## config.mk

```make
export PLATFORM = sky130hd
export DESIGN_NAME = axis_header_arbiter
export DESIGN_NICKNAME = d
export VERILOG_FILES = /design/src/rtl/axis_header_arbiter_pkg.sv /design/src/rtl/axis_header_arbiter_rr_pick.sv /design/src/rtl/axis_header_arbiter.sv
export SDC_FILE = /design/constraint.sdc
export NUM_CORES = 1
export LEC_CHECK = 0
export CAP_MARGIN = 5
export CORE_ASPECT_RATIO = 0.5
export CORE_MARGIN = 2
export CORE_UTILIZATION = 39
export CTS_CLUSTER_DIAMETER = 150
export CTS_CLUSTER_SIZE = 24
export DETAILED_ROUTE_END_ITERATION = 8
export GPL_ROUTABILITY_DRIVEN = 1
export PLACE_DENSITY = 0.81
export SLEW_MARGIN = 20
export SYNTH_ARGS = -nofsm -noshare
export SYNTH_HDL_FRONTEND = slang
export SYNTH_SLANG_ARGS = --single-unit
```

## constraint.sdc

```tcl
create_clock -name clk -period 5.3 [get_ports clk]
set_input_delay 0.795 -clock clk [delete_from_list [all_inputs] [get_ports clk]]
set_output_delay 0.795 -clock clk [all_outputs]
set_load 0.05 [all_outputs]
```

## src/rtl/axis_header_arbiter_pkg.sv

```systemverilog
// Shared state encoding and header-legality helper for the header arbiter.
package axis_header_arbiter_pkg;

    typedef enum logic {
        ST_IDLE   = 1'b0,
        ST_ACTIVE = 1'b1
    } state_t;

    // A header is usable only if it inserts at least one and at most a full word of bytes.
    function automatic logic hdr_cnt_ok(input int unsigned cnt, input int unsigned max_bytes);
        return (cnt != 0) && (cnt <= max_bytes);
    endfunction

endpackage

```

## src/rtl/axis_header_arbiter_rr_pick.sv

```systemverilog
// Combinational round-robin picker: first requester above ptr (wrapping) wins.
module rr_pick #(
    parameter int NUM_REQ    = 4,
    parameter int REQ_IDX_WD = 2
) (
    input  logic [NUM_REQ-1:0]    req,
    input  logic [REQ_IDX_WD-1:0] ptr,
    output logic [NUM_REQ-1:0]    grant,
    output logic [REQ_IDX_WD-1:0] grant_idx,
    output logic                  any_req
);

    logic [REQ_IDX_WD-1:0] cand;
    logic                  found;

    always_comb begin
        grant     = '0;
        grant_idx = '0;
        found     = 1'b0;
        cand      = '0;
        for (int off = 1; off <= NUM_REQ; off++) begin
            cand = REQ_IDX_WD'((int'(ptr) + off) % NUM_REQ);
            if (!found && req[cand]) begin
                found       = 1'b1;
                grant[cand] = 1'b1;
                grant_idx   = cand;
            end
        end
    end

    assign any_req = found;

endmodule

```

## src/rtl/axis_header_arbiter.sv

```systemverilog
// Round-robin header arbiter for a shared header-insert datapath.
// Optional statistics counters are enabled by defining HDR_ARB_STATS_EN.
module axis_header_arbiter
    import axis_header_arbiter_pkg::*;
#(
    parameter int DATA_WD      = 32,
    parameter int DATA_BYTE_WD = DATA_WD / 8,
    parameter int BYTE_CNT_WD  = 2,
    parameter int NUM_REQ      = 4,
    parameter int REQ_IDX_WD   = 2,
    parameter int CNT_WD       = 16
) (
    input  logic                                 clk,
    input  logic                                 rst,
    input  logic [NUM_REQ-1:0]                   req_valid,
    input  logic [NUM_REQ*DATA_WD-1:0]           req_data,
    input  logic [NUM_REQ*DATA_BYTE_WD-1:0]      req_keep,
    input  logic [NUM_REQ*(BYTE_CNT_WD+1)-1:0]   req_byte_cnt,
    output logic [NUM_REQ-1:0]                   req_ready,
    output logic                                 valid_insert,
    output logic [DATA_WD-1:0]                   data_insert,
    output logic [DATA_BYTE_WD-1:0]              keep_insert,
    output logic [BYTE_CNT_WD:0]                 byte_insert_cnt,
    input  logic                                 ready_insert,
    input  logic                                 mon_valid,
    input  logic                                 mon_ready,
    input  logic                                 mon_last,
    output logic [REQ_IDX_WD-1:0]                grant_idx,
    output logic                                 busy,
    output logic                                 err_drop
`ifdef HDR_ARB_STATS_EN
    ,
    output logic [NUM_REQ*CNT_WD-1:0]            stat_pkt_cnt,
    output logic [CNT_WD-1:0]                    stat_drop_cnt
`endif
);

    state_t                  state_q, state_d;
    logic [REQ_IDX_WD-1:0]   ptr_q, ptr_d;
    logic [REQ_IDX_WD-1:0]   grant_idx_q, grant_idx_d;
    logic                    valid_insert_q, valid_insert_d;
    logic                    busy_q, busy_d;
    logic                    err_drop_q, err_drop_d;
    logic [DATA_WD-1:0]      data_q, data_d;
    logic [DATA_BYTE_WD-1:0] keep_q, keep_d;
    logic [BYTE_CNT_WD:0]    cnt_q, cnt_d;

    logic [NUM_REQ-1:0]      pick_grant;
    logic [REQ_IDX_WD-1:0]   pick_idx;
    logic                    pick_any;
    logic [DATA_WD-1:0]      sel_data;
    logic [DATA_BYTE_WD-1:0] sel_keep;
    logic [BYTE_CNT_WD:0]    sel_cnt;
    logic                    hdr_ok;
    logic                    pkt_done;
    logic                    unused_ready;

    // ready_insert only qualifies datapath beats, which arrive here through the mon_* ports.
    assign unused_ready = ready_insert;

    rr_pick #(
        .NUM_REQ    (NUM_REQ),
        .REQ_IDX_WD (REQ_IDX_WD)
    ) u_rr_pick (
        .req       (req_valid),
        .ptr       (ptr_q),
        .grant     (pick_grant),
        .grant_idx (pick_idx),
        .any_req   (pick_any)
    );

    always_comb begin
        sel_data = '0;
        sel_keep = '0;
        sel_cnt  = '0;
        for (int i = 0; i < NUM_REQ; i++) begin
            if (pick_grant[i]) begin
                sel_data = req_data[i*DATA_WD +: DATA_WD];
                sel_keep = req_keep[i*DATA_BYTE_WD +: DATA_BYTE_WD];
                sel_cnt  = req_byte_cnt[i*(BYTE_CNT_WD+1) +: (BYTE_CNT_WD+1)];
            end
        end
    end

    assign hdr_ok   = hdr_cnt_ok(32'(sel_cnt), 32'(DATA_BYTE_WD));
    assign pkt_done = mon_valid & mon_ready & mon_last;

    // Gated by rst so every output reads zero while reset is held, even with requests pending.
    assign req_ready = (state_q == ST_IDLE && !rst) ? pick_grant : '0;

    always_comb begin
        state_d        = state_q;
        ptr_d          = ptr_q;
        grant_idx_d    = grant_idx_q;
        valid_insert_d = valid_insert_q;
        busy_d         = busy_q;
        err_drop_d     = 1'b0;
        data_d         = data_q;
        keep_d         = keep_q;
        cnt_d          = cnt_q;
        case (state_q)
            ST_IDLE: begin
                if (pick_any) begin
                    ptr_d       = pick_idx;
                    grant_idx_d = pick_idx;
                    if (hdr_ok) begin
                        state_d        = ST_ACTIVE;
                        valid_insert_d = 1'b1;
                        busy_d         = 1'b1;
                        data_d         = sel_data;
                        keep_d         = sel_keep;
                        cnt_d          = sel_cnt;
                    end else begin
                        err_drop_d = 1'b1;
                    end
                end
            end
            ST_ACTIVE: begin
                if (pkt_done) begin
                    state_d        = ST_IDLE;
                    valid_insert_d = 1'b0;
                    busy_d         = 1'b0;
                end
            end
            default: state_d = ST_IDLE;
        endcase
    end

    always_ff @(posedge clk or posedge rst) begin
        if (rst) begin
            state_q        <= ST_IDLE;
            ptr_q          <= REQ_IDX_WD'(NUM_REQ - 1);
            grant_idx_q    <= '0;
            valid_insert_q <= 1'b0;
            busy_q         <= 1'b0;
            err_drop_q     <= 1'b0;
            data_q         <= '0;
            keep_q         <= '0;
            cnt_q          <= '0;
        end else begin
            state_q        <= state_d;
            ptr_q          <= ptr_d;
            grant_idx_q    <= grant_idx_d;
            valid_insert_q <= valid_insert_d;
            busy_q         <= busy_d;
            err_drop_q     <= err_drop_d;
            data_q         <= data_d;
            keep_q         <= keep_d;
            cnt_q          <= cnt_d;
        end
    end

    assign valid_insert    = valid_insert_q;
    assign data_insert     = data_q;
    assign keep_insert     = keep_q;
    assign byte_insert_cnt = cnt_q;
    assign grant_idx       = grant_idx_q;
    assign busy            = busy_q;
    assign err_drop        = err_drop_q;

`ifdef HDR_ARB_STATS_EN
    logic [CNT_WD-1:0] pkt_cnt_q [NUM_REQ];
    logic [CNT_WD-1:0] pkt_cnt_d [NUM_REQ];
    logic [CNT_WD-1:0] drop_cnt_q, drop_cnt_d;

    // Packet counters wrap; the drop counter saturates so a flood of bad headers stays visible.
    always_comb begin
        pkt_cnt_d  = pkt_cnt_q;
        drop_cnt_d = drop_cnt_q;
        if (state_q == ST_ACTIVE && pkt_done) begin
            pkt_cnt_d[grant_idx_q] = pkt_cnt_q[grant_idx_q] + CNT_WD'(1);
        end
        if (err_drop_q && drop_cnt_q != '1) begin
            drop_cnt_d = drop_cnt_q + CNT_WD'(1);
        end
    end

    always_ff @(posedge clk or posedge rst) begin
        if (rst) begin
            for (int i = 0; i < NUM_REQ; i++) begin
                pkt_cnt_q[i] <= '0;
            end
            drop_cnt_q <= '0;
        end else begin
            pkt_cnt_q  <= pkt_cnt_d;
            drop_cnt_q <= drop_cnt_d;
        end
    end

    always_comb begin
        stat_pkt_cnt = '0;
        for (int i = 0; i < NUM_REQ; i++) begin
            stat_pkt_cnt[i*CNT_WD +: CNT_WD] = pkt_cnt_q[i];
        end
    end

    assign stat_drop_cnt = drop_cnt_q;
`endif

endmodule
```

Word level (Yosys, flattened, before mapping)
Index checks and enable logic that the tools add are counted.
{"block": "classes", "order_cmp": 9, "bitwise_logic": 6, "n_mux": 52, "n_addsub": 4, "reduce_logical": 17, "n_eq_ne": 3}
{"operator": "two-way mux 32 bit", "count": 4}
{"operator": "two-way mux 4 bit", "count": 9}
{"operator": "two-way mux 1 bit", "count": 21}
{"operator": "< comparator 2 x 3 -> 1 bit (second input constant)", "count": 4}
{"operator": "two-way mux 3 bit", "count": 4}
{"operator": "bitwise OR 4 bit", "count": 3}
{"operator": "logical AND 1 bit", "count": 9}
{"operator": "binary-select mux 1 bit (select 2 bit)", "count": 4}
{"operator": "demux 1 bit (select 2 bit)", "count": 4}
{"operator": "greater-or-equal comparator 2 x 1 -> 1 bit (second input constant)", "count": 4}
{"operator": "two-way mux 2 bit", "count": 4}
{"operator": "AND reduction 3 bit", "count": 2}
{"operator": "adder 2 x 1 -> 2 bit (second input constant)", "count": 2}
{"operator": "adder 2 bit (second input constant)", "count": 2}
{"operator": "zero test 1 bit", "count": 4}
{"operator": "!= test 2 bit (second input constant)", "count": 2}
{"operator": "case mux 1 bit (2 select lines)", "count": 2}
{"operator": "less-or-equal comparator 3 bit (second input constant)", "count": 1}
{"operator": "nonzero test 3 bit", "count": 1}
{"operator": "AND 1 bit", "count": 2}
{"operator": "!= test 2 x 1 -> 1 bit (second input constant)", "count": 1}
{"operator": "AND reduction 2 bit", "count": 1}
{"operator": "NOT 1 bit", "count": 1}
{"block": "totals", "input_bits": 166, "elab_cells": 99, "output_inout_bits": 48, "ff_bits": 46}

Longest topological paths before layout
{"block": "logic_depth", "depth_word": 22, "depth_mapped": 15, "depth_no_buf": 11}

Cells and area by module
Synthesis repeated with hierarchy kept, for this count alone.
{"block": "hier_totals", "cells_unflattened": 379, "area_unflattened_um2": 3667.3}
{"module": "axis_header_arbiter", "n_inst": 1, "area_each_um2": 3141.8, "cells_each": 311, "seq_area_each_um2": 1153.6}
{"module": "rr_pick", "n_inst": 1, "area_each_um2": 525.5, "cells_each": 68, "seq_area_each_um2": 0.0}

Worst setup path after synthesis
Ideal clock, no wire load.
{"block": "synth_path", "kind": "register -> output", "from": "register ptr_q[0]", "to": "output req_ready[2]", "t_required_ps": 4505, "stages_incl_launch_ff": 12, "path_buffers": 4, "path_slack_ps": 872, "arrival_time_ps": 3633, "path_cell_list": "dfstp_2 > clkbuf_8 > inv_1 > ha_1 > buf_2 > a211o_2 > o21ai_0 > nor3_1 > a221oi_1 > clkbuf_1 > clkbuf_1 > nor3_1"}
{"block": "synth_between", "elab_chain_cells": 14, "elab_cells_between_ends": 49, "classes_between": "4 x add/sub; 8 x order compare; 24 x mux; 3 x bitwise; 10 x reduce/logical"}
{"item": "start: declaration", "line_no": "axis_header_arbiter.sv:39", "text": "logic [REQ_IDX_WD-1:0] ptr_q, ptr_d;"}
{"item": "start signal: assignment", "line_no": "axis_header_arbiter.sv:132", "text": "ptr_q <= REQ_IDX_WD'(NUM_REQ - 1);"}
{"item": "start signal: assignment", "line_no": "axis_header_arbiter.sv:142", "text": "ptr_q <= ptr_d;"}
{"item": "parallel branches: the longest is 12 deep, another holds < comparator 2 x 3 -> 1 bit"}
{"item": "two-way mux 4 bit (*)", "line_no": "axis_header_arbiter_rr_pick.sv:23", "text": "if (!found && req[cand]) begin"}
{"item": "two-way mux 4 bit (*)", "line_no": "axis_header_arbiter.sv:89", "text": "assign req_ready = (state_q == ST_IDLE && !rst) ? pick_grant : '0;"}
{"item": "end: declaration", "line_no": "axis_header_arbiter.sv:19", "text": "output logic [NUM_REQ-1:0] req_ready,"}
Mark *: on every way between the ends. The select of a mux whose other input is x is not followed.

Final worst setup path
{"block": "layout_path", "from": "input req_valid[2]", "to": "output req_ready[0]"}
{"block": "layout_between", "elab_chain_cells": 13, "elab_cells_between_ends": 25, "classes_between": "16 x mux; 3 x bitwise; 6 x reduce/logical"}
{"item": "start: declaration", "line_no": "axis_header_arbiter.sv:15", "text": "input logic [NUM_REQ-1:0] req_valid,"}
{"item": "binary-select mux 1 bit (select 2 bit)", "line_no": "axis_header_arbiter_rr_pick.sv:23"}
{"item": "two-way mux 1 bit (not written as such)", "line_no": "axis_header_arbiter_rr_pick.sv:23"}
{"item": "two-way mux 1 bit", "line_no": "axis_header_arbiter_rr_pick.sv:23"}
{"item": "zero test 1 bit", "line_no": "axis_header_arbiter_rr_pick.sv:23"}
{"item": "logical AND 1 bit", "line_no": "axis_header_arbiter_rr_pick.sv:23"}
{"item": "two-way mux 1 bit", "line_no": "axis_header_arbiter_rr_pick.sv:23"}
{"item": "zero test 1 bit", "line_no": "axis_header_arbiter_rr_pick.sv:23"}
{"item": "logical AND 1 bit", "line_no": "axis_header_arbiter_rr_pick.sv:23"}
{"item": "two-way mux 1 bit", "line_no": "axis_header_arbiter_rr_pick.sv:23"}
{"item": "zero test 1 bit", "line_no": "axis_header_arbiter_rr_pick.sv:23"}
{"item": "logical AND 1 bit", "line_no": "axis_header_arbiter_rr_pick.sv:23"}
{"item": "two-way mux 4 bit (*)", "line_no": "axis_header_arbiter_rr_pick.sv:23"}
{"item": "two-way mux 4 bit (*)", "line_no": "axis_header_arbiter.sv:89"}
Every way passes the cells marked *; elsewhere a longest branch is shown, timed or not. The select of a mux whose other input is x is not followed.

==> results.toml <==
[synth]
synth-seq-cells = 46
synth_top_family_by_area = "compound AO/OA/AOI/OAI gates"
synthArstFlopShare = 1.00
synth_edf_count = 0
syn_avg_cell_area_sq_um = 9.92
synth_xor_area_frac = 0.00241
syn-cell-area_sq_um = 3630
netlist_instances = 366
synth_warnings = 0
synth_compound_area_frac = 0.257
yosys.area_share.simple = 0.143
syn_nets = 540
ys.flop_type = "dfrtp_1"
synthMuxAreaShare = 0.178
synthAdderAreaFrac = 0.0276
ys_seq_area_frac = 0.318
synth_cell_type_count = 57

[global_routing]
grt_use_total = 0.241
grt_pass1_vias = 3739
grt-ovfl-total = 0
grt_antenna_before_repair = 0
grt_pass1_wl_mm = 19.3
grt_max_degree = 47

[floorplanning]
core_sq_um = 8860
start_util = 0.410
die_w_microns = 140
dieArea_sq_um = 10100
num_rows = 24
die_h_microns = 72.2
io-pin-count = 214

[sta]
period_share = 0.882
max_freq_mhz = 214
fin_skew_ns = 0.00327
finalSetupViolCount = 0
tightest_slew_ns = 0.996
tns_ns = 0
hold_violations = 0
period_needed_ns = 4.67
report.final.slew_viol_count = 0
relSlewSlack = 0.336
rsz0062_at_grt = "no"

[placement]
routabilityCongestion = 0.860
hpwl_mm = 9.36
placed_area_sq_um = 5750
io_buffers = 212

[routing]
dr_total_vias = 3662
dr.pass1.iters = 4
wirelength_mm = 12.5
vias_per_cell = 5.39
wl_per_cell_microns = 18.5
drc = 0
first_iter_violations = 198
antenna_left = 0

[clocking]
cts_root_buffer = "clkbuf_16"
clkTransAtPathRegs_ns = 0.06
max-clock-path-buffers = 2
cts_tree = "done"
post_cts_buffers = 0
htree_levels = 2
ctsResizeCount = 0
cts_sinks = 46
hold_buffers = 0
worstSkewPairLatency_ns = 0.29
cts_buffers = 5

[finish]
diodes = 0
drive_gt1_frac = 0.141
num-nets-final = 735
syn_to_final_growth_pct = 62.9
stdcell_area_sq_um = 5920
n_fill_cell = 703

[setup_path]
cp.arrival_ns = 3.88
crit_type = "input pin to output port"
r2r_end = "data_insert[0]"
crit_required_ns = 4.51
critPathSlowestCell = "clkdlybuf4s50_1"
r2r_start = "ptr_q[0]"
worstPathMaxFanout = 9
r2r_slack_ns = 0.72
cpMostUsedCell = "clkdlybuf4s50_1"
endpoint_kind = "output port"
r2r_cells = 12
cp_slowest_stage_delay_ns = 0.83
crit_chain = "clkdlybuf4s50_1 -> or3b_1 -> a2111o_1 -> nand2_1 -> a221o_1 -> nor3b_1 -> clkdlybuf4s50_1"
cp-start-kind = "input pin"

[min_path]
hp-class = "register to register"
hold_end = "data_insert[11]"
hold_depth = 1
hold_start = "data_insert[11]"

[power_and_ir_drop]
power_density_nw_per_um2 = 854
ir_worst_vdd_mv = 0.628
power_leakage_nw = 2.36

[run_status]
outcome = "completed"

[flow_run]
max_cap_viol_count = 0
logic make-up after synthesis:
kind of cell / after synthesis
xor+xnor: 1
buf+inv: 38
mux: 42
fa+ha+maj: 8
simple gates: 114
compound gates: 117
flops: 46
cell type report:
cell class / count / area [sq um] / area share
Inverter: 4 / 15.0 / 0.00254
Clock inverter: 1 / 30.0 / 0.00508
Sequential cell: 46 / 1150 / 0.195
Clock buffer: 7 / 133 / 0.0224
Multi-Input combinational cell: 282 / 2230 / 0.377
Timing Repair Buffer: 222 / 2210 / 0.374
Tap cell: 117 / 146 / 0.0247
per-layer routing:
metal / vias up / GRT usage / part of all wire
li1: 1777 / - / -
met1: 1766 / 0.303 / 0.43
met2: 94 / 0.434 / 0.51
met3: 25 / 0.0389 / 0.034
met4: 0 / 0.0744 / 0.024
met5: - / 0 / 0
layout by cell type (no fill, tap or decap), drive strengths merged, types with 4 or more instances in the layout:
| cell | n |
|---|---|
| nor3 | 6 |
| o21ai | 12 |
| nor2 | 46 |
| a21o | 4 |
| inv | 4 |
| buf | 10 |
| a221oi | 40 |
| a21oi | 9 |
| nand2 | 44 |
| dfrtp | 44 |
| clkbuf | 7 |
| ha | 8 |
| clkdlybuf4s50 | 212 |
| o31ai | 36 |
| mux2 | 38 |
worst max path at each step:
| stage | start | end | slack [ns] | cells past startpoint |
|---|---|---|---|---|
| after floorplan | ptr_q[0] | req_ready[2] | 0.87 | 11 |
| after global placement | req_valid[2] | data_insert[9] | 0.62 | 10 |
| after detailed placement | req_valid[2] | data_insert[9] | 0.54 | 10 |
| after CTS | req_valid[2] | req_ready[0] | 0.62 | 7 |
| after global routing | ptr_q[0] | keep_insert[3] | 0.40 | 12 |
| final | req_valid[2] | req_ready[0] | 0.63 | 7 |
registers in the layout, indices dropped and copies added (netlist names):
name             flops
keep_insert          4
byte_insert_cnt      3
data_insert         32
state_q              1
err_drop             1
grant_idx            2
ptr_q                2
busy                 1
power breakdown:
part	switching [mW]	internal [mW]
registers	0.126	0.549
logic	2.22	1.80
clock network	0.137	0.223
metrics by stage:
| stage | hold slack [ns] | setup WS (ns) | util | total power, mW | cells |
|---|---|---|---|---|---|
| floorplan | 0.582 | 0.872 | - | 3.84 | 366 |
| global placement | 0.485 | 0.621 | 0.649 | 4.62 | 671 |
| detailed placement | 0.481 | 0.539 | 0.649 | 4.68 | 671 |
| CTS | 0.508 | 0.623 | 0.668 | 5.06 | 679 |
| global route | 0.529 | 0.397 | 0.668 | 5.40 | 679 |
| finish | 0.507 | 0.628 | 0.668 | 5.05 | 679 |
Yosys cell counts (all sizes together), types with 2 or more instances:
master	n	share of area
nor3	6	0.0083
nand2	44	0.045
and2	2	0.0034
nor2	46	0.048
a221o	2	0.0055
dfrtp	44	0.30
or2	2	0.0041
mux2i	2	0.0090
nand3	2	0.0041
dfstp	2	0.014
a22o	2	0.0048
a221oi	40	0.10
clkbuf	19	0.025
a21oi	9	0.016
mux4	2	0.012
nor3b	2	0.0041
mux2	38	0.16
buf	12	0.036
a21boi	2	0.0041
ha	8	0.028
dlygate4sd3	3	0.0083
o21ai	12	0.017
o31ai	36	0.074
a21o	4	0.0086
o2bb2ai	2	0.0065
inv	4	0.0041
o21a	2	0.0041
and4	2	0.0055
critical path, delay by kind of cell:
| family | cells | cell delay (ns) |
|---|---|---|
| buffers and inverters | 2 | 1.44 |
| AO/OA/AOI/OAI | 2 | 0.77 |
| AND/OR/NAND/NOR | 3 | 0.86 |
Note: power is estimated with default switching activity, not from simulation.
